### config.mk
export PLATFORM = sky130hd
export DESIGN_NAME = load_hazard_scoreboard
export DESIGN_NICKNAME = d
export VERILOG_FILES = /design/src/rtl/load_hazard_scoreboard.sv
export SDC_FILE = /design/constraint.sdc
export NUM_CORES = 1
export LEC_CHECK = 0
export BUFFER_PORTS_ARGS = -buffer_cell sky130_fd_sc_hd__clkbuf_2
export CAP_MARGIN = 10
export CORE_ASPECT_RATIO = 1.1
export CORE_MARGIN = 2
export CORE_UTILIZATION = 53
export CTS_CLUSTER_SIZE = 16
export DETAILED_ROUTE_END_ITERATION = 8
export GPL_TIMING_DRIVEN = 0
export PLACE_DENSITY = 0.78
export SETUP_SLACK_MARGIN = 0.02
export SLEW_MARGIN = 15
export SYNTH_ARGS = -nofsm -noshare
export SYNTH_HDL_FRONTEND = slang
export SYNTH_SLANG_ARGS = --single-unit
### constraint.sdc
create_clock -name clk -period 7.8 [get_ports clk]
set_input_delay 1.56 -clock clk [delete_from_list [all_inputs] [get_ports clk]]
set_output_delay 1.56 -clock clk [all_outputs]
set_load 0.02 [all_outputs]
### src/rtl/load_hazard_scoreboard.sv
// -----------------------------------------------------------------------------
// load_hazard_scoreboard
//
// Producer-side load-use interlock sitting between decode and the ID/EX
// register. It remembers which architectural registers are waiting for an
// in-flight load. The instruction in ID is held while it reads or overwrites
// such a register, or while it is a load and the tracker is full. EX-stage
// forwarding covers every other dependency.
//
// Ports
//   clk              pipeline clock
//   reset            asynchronous reset, active-low
//   in_issue_valid   ID holds a valid instruction
//   in_rs1/in_rs2    source registers; in_rs1_used/in_rs2_used qualify them
//   in_rd            destination register; in_reg_write qualifies it
//   in_is_load       ID instruction is a load
//   in_flush         squash the ID instruction (it neither stalls nor issues)
//   in_wb_valid      a load retires from MEM/WB; in_wb_rd is its destination
//   out_stall        hold PC and IF/ID, bubble into ID/EX (combinational)
//   out_pending      registered pending-load bit vector (bit 0 always 0)
//   out_outstanding  registered number of loads in flight
//   out_full         out_outstanding == MAX_OUTSTANDING
//   out_stall_cycles saturating count of stalled cycles
//   out_error        sticky: stray writeback or count underflow
// -----------------------------------------------------------------------------
module load_hazard_scoreboard #(
    parameter int REG_COUNT       = 32,
    parameter int REG_ADDR_WIDTH  = 5,
    parameter int MAX_OUTSTANDING = 4,
    parameter int STALL_CNT_WIDTH = 32
) (
    input  logic                       clk,
    input  logic                       reset,
    input  logic                       in_issue_valid,
    input  logic [REG_ADDR_WIDTH-1:0]  in_rs1,
    input  logic [REG_ADDR_WIDTH-1:0]  in_rs2,
    input  logic                       in_rs1_used,
    input  logic                       in_rs2_used,
    input  logic [REG_ADDR_WIDTH-1:0]  in_rd,
    input  logic                       in_reg_write,
    input  logic                       in_is_load,
    input  logic                       in_flush,
    input  logic                       in_wb_valid,
    input  logic [REG_ADDR_WIDTH-1:0]  in_wb_rd,
    output logic                       out_stall,
    output logic [REG_COUNT-1:0]       out_pending,
    output logic [3:0]                 out_outstanding,
    output logic                       out_full,
    output logic [STALL_CNT_WIDTH-1:0] out_stall_cycles,
    output logic                       out_error
);

    localparam logic [3:0] MAX_CNT = 4'(MAX_OUTSTANDING);

    logic                 rs1_hit;
    logic                 rs2_hit;
    logic                 rd_hit;
    logic                 cap_hit;
    logic                 hazard;
    logic                 accept;
    logic                 set_evt;
    logic                 wb_hit;
    logic                 clr_evt;
    logic                 wb_bad;
    logic [REG_COUNT-1:0] pending_next;

    // Hazard terms look only at registered state: a writeback in this cycle
    // does not release the stall until the next one.
    // NOTE: every always_comb output gets a default value first so that no
    // path through the block leaves it unassigned and infers a latch.
    always_comb begin
        rs1_hit  = 1'b0;
        rs2_hit  = 1'b0;
        rd_hit   = 1'b0;
        wb_hit   = 1'b0;
        if (in_rs1 != '0)   rs1_hit = in_rs1_used && out_pending[in_rs1];
        if (in_rs2 != '0)   rs2_hit = in_rs2_used && out_pending[in_rs2];
        if (in_rd != '0)    rd_hit  = in_reg_write && out_pending[in_rd];   // WAW
        if (in_wb_rd != '0) wb_hit  = in_wb_valid && out_pending[in_wb_rd];

        out_full  = (out_outstanding == MAX_CNT);
        cap_hit   = in_is_load && out_full;
        hazard    = rs1_hit || rs2_hit || rd_hit || cap_hit;

        // Flush wins over hazard: a squashed instruction neither stalls nor issues.
        out_stall = in_issue_valid && !in_flush && hazard;
        accept    = in_issue_valid && !in_flush && !hazard;
        set_evt   = accept && in_is_load && in_reg_write && (in_rd != '0);

        // A matching pending bit with a zero count means the state is corrupt;
        // hold the count and flag it rather than wrapping.
        clr_evt   = wb_hit && (out_outstanding != 4'd0);
        wb_bad    = in_wb_valid && !clr_evt;

        // The WAW term guarantees set and clear never name the same register.
        pending_next = out_pending;
        if (clr_evt) pending_next[in_wb_rd] = 1'b0;
        if (set_evt) pending_next[in_rd]    = 1'b1;
        pending_next[0] = 1'b0;
    end

    // NOTE: sequential state uses non-blocking assignments so every flop
    // samples the pre-edge value of every other flop, independent of order.
    always_ff @(posedge clk or negedge reset) begin
        if (!reset) begin
            out_pending      <= '0;
            out_outstanding  <= 4'd0;
            out_stall_cycles <= '0;
            out_error        <= 1'b0;
        end else begin
            out_pending <= pending_next;

            unique case ({set_evt, clr_evt})
                2'b10:   out_outstanding <= out_outstanding + 4'd1;
                2'b01:   out_outstanding <= out_outstanding - 4'd1;
                default: out_outstanding <= out_outstanding;
            endcase

            if (out_stall && (out_stall_cycles != {STALL_CNT_WIDTH{1'b1}}))
                out_stall_cycles <= out_stall_cycles + 1'b1;

            if (wb_bad)
                out_error <= 1'b1;
        end
    end

endmodule

==> metrics.yaml <==
synthArstFlopShare: 1.00
crit_arrival_ns: 3.86
dpl.hpwl_um: 9250
p_leak_nw: 2.48
routed_wl_um: 12800
peakVddDrop_uv: 171
postCtsSetupBuffers: 0
grt_pass1_wl_um: 20700
rr_worst_depth: 13
drv_cap: 0
placed_area_um2: 5150
slowest_stage: "mux4_2"
firstDrtPassIters: 7
gp_congestion: 0.988
hold_buffers: 0
first_iter_violations: 447
insertion_delay_ns: 0.36
endpoint_kind: "primary output"
status: "complete, no violations"
worstMarginPinSlew_ns: 0.657
ctsResizeCount: 0
setup_violations: 0
critical_path_class: "input port to primary output"
p_seq_frac: 0.436
finalHoldViolCount: 0
dp_cells: 652
power.density_nw_per_um2: 191
viasPerCell: 6.33
drcViolationCount: 0
worst-path-buf-inv: 5
wl_per_cell_um: 19.2
start_util: 0.543
io_pins: 100
r2r-start: "out_pending[2]"
start_kind: "input port"
use_met3: 0.0426
syn_nets: 482
fillCellCount: 707
die_area_um2: 9290
ff2ff_setup_slack_ns: 4.51
yosys.cell_types.count: 58
grt_pass1_vias: 4078
detail-route-antenna-nets: 0
synth-edff-count: 0
switchingPower_w: 0.000349
hold_path_depth: 1
post-place-ws_ns: 2.40
clkSinkCount: 68
clk_pin_slew_worst_paths_ns: 0.07
cp_top_family: "buffers and inverters"
worstSetupStartpoint: "in_rs1[0]"
fin_crit_ns: 5.42
slew_headroom: 0.561
hold_end: "out_error"
cts_tree: "built"
critPathMaxStageDelay_ns: 0.52
cts_max_path_buffers: 2
rows: 35
layout.cells.non_filler: 668
synthTopCellsByArea: "dfrtp_1 (38%), mux2i_1 (8.0%), o21ai_0 (7.0%)"
met2_usage: 0.449
htree_levels: 3
rsz0062_at_grt: "false"
syn_to_final_growth_pct: 18.8
critical_path.cell_chain: "clkbuf_2, buf_2, mux4_2, mux2i_1, and2_1, o311ai_2, o31ai_4, buf_2, inv_1, clkbuf_2"
post-synth-top-count-cell: "dfrtp_1"
finalInstanceArea_um2: 5370
timing.final.ws_setup_ns: 2.38
synthTopCellsByCount: "dfrtp_1 (68), o21ai_0 (63), mux2i_1 (36), xor2_1 (33)"
fp.dieW_um: 92.1
ys_warn_count: 0
port_buffers: 91
intPower_w: 0.000674
cp.required_ns: 6.24
yosys.area.top_type_share: 0.376
syn_area_um2: 4520
overflow: 0
multiInputGateArea_um2: 2640
r2r_end: "out_outstanding[2]"
grt_busiest_layer: "met2"
cts_inserted_buffers: 9
synth_area_leader_cell: "dfrtp_1"
final.period_utilization: 0.695
fmax_mhz: 184
seq_area_frac_synth: 0.376
syn_avg_cell_area_um2: 10.1
antennaDiodeCount: 0
syn_inst: 449
comb_power_share: 0.235
hp-start: "out_error"
swShare: 0.341
grt_max_degree: 52
antenna_found_initial: 0
die_h_um: 101
yosys_register_bits: 68
finalMaxSlewViolations: 0
fin_nets: 585
track_usage: 0.285
cts_root_buf: "clkbuf_8"
drive_above_1_share: 0.293
hp-class: "flop to flop"
skew_ns: 0.00858
seqCellArea_um2: 1700
gr-usage-met1: 0.390
p_clk_frac: 0.329
synthFlopType: "dfrtp_1"
vias: 4227
finalSetupTns_ns: 0
core_area_um2: 8320
critical_path_peak_fanout: 10
[stage by stage]
| step | hold slack (ns) | power [W] | utilization |
|---|---|---|---|
| 2_1_floorplan | 0.589 | 0.000595 | - |
| 3_3_place_gp | 0.460 | 0.000679 | 0.615 |
| 3_5_place_dp | 0.464 | 0.000690 | 0.618 |
| 4_1_cts | 0.481 | 0.00103 | 0.645 |
| 5_1_grt | 0.515 | 0.00107 | 0.645 |
| 6_report | 0.479 | 0.00102 | 0.645 |
[state kept, by name, indices dropped and copies added, names as in the netlist]
name              cells
out_error             1
out_outstanding       4
out_pending          31
out_stall_cycles     32
[how the worst max path moves through the flow]
| stage | endpoint | slack (ns) | depth (start not counted) |
|---|---|---|---|
| floorplan | out_stall | 2.80 | 8 |
| global placement | out_stall | 2.45 | 10 |
| detailed placement | out_stall | 2.40 | 10 |
| CTS | out_stall | 2.39 | 10 |
| global route | out_stall | 2.22 | 9 |
| finish | out_stall | 2.38 | 10 |
[kinds of logic after synthesis]
group	synth area share
flip-flops	0.376
AND/OR/NAND/NOR	0.207
adder cells (fa/ha/maj)	0.0111
XOR/XNOR	0.0678
buffers and inverters	0.0393
multiplexers	0.154
AO/OA/AOI/OAI	0.144
other	0.000829
[power by group through the flow]
stage | Combinational (W) | Sequential (W) | Clock (W)
floorplan | 0.000114 | 0.000481 | 0
global route | 0.000263 | 0.000453 | 0.000354
CTS | 0.000241 | 0.000444 | 0.000340
finish | 0.000240 | 0.000446 | 0.000336
global placement | 0.000230 | 0.000448 | 0
detailed placement | 0.000240 | 0.000451 | 0
[layer usage]
metal | up-vias | wire (µm)
li1 | 1888 | -
met1 | 2043 | 5230
met2 | 248 | 6090
met3 | 48 | 1100
met4 | 0 | 401
met5 | - | 0
[worst register-to-register path, delay by kind of cell (launching register included)]
kind / cells / cell delay [ns]
xor+xnor: 3 / 0.47
mux: 1 / 0.49
compound gates: 4 / 0.70
buf+inv: 1 / 0.11
fa+ha+maj: 2 / 0.45
simple gates: 2 / 0.48
flops: 1 / 0.48
[final cells by class]
type                            count  share of cell area
Buffer                             20              0.0233
Clock buffer                       11              0.0263
Clock inverter                      5              0.0154
Inverter                           14             0.00979
Multi-Input combinational cell    347               0.492
Sequential cell                    68               0.317
Tap cell                          111              0.0259
Timing Repair Buffer               92              0.0904
[cells in the final DEF (no fill, tap or decap), drive strengths merged, types with 13 or more instances in the layout]
cell / count
clkbuf: 105
dfrtp: 68
o21ai: 63
mux2i: 36
xor2: 33
nand2: 26
nand3: 26
nor2: 18
buf: 18
inv: 16
nor4: 15
nor3: 13
(Power assumes the default switching activity.)
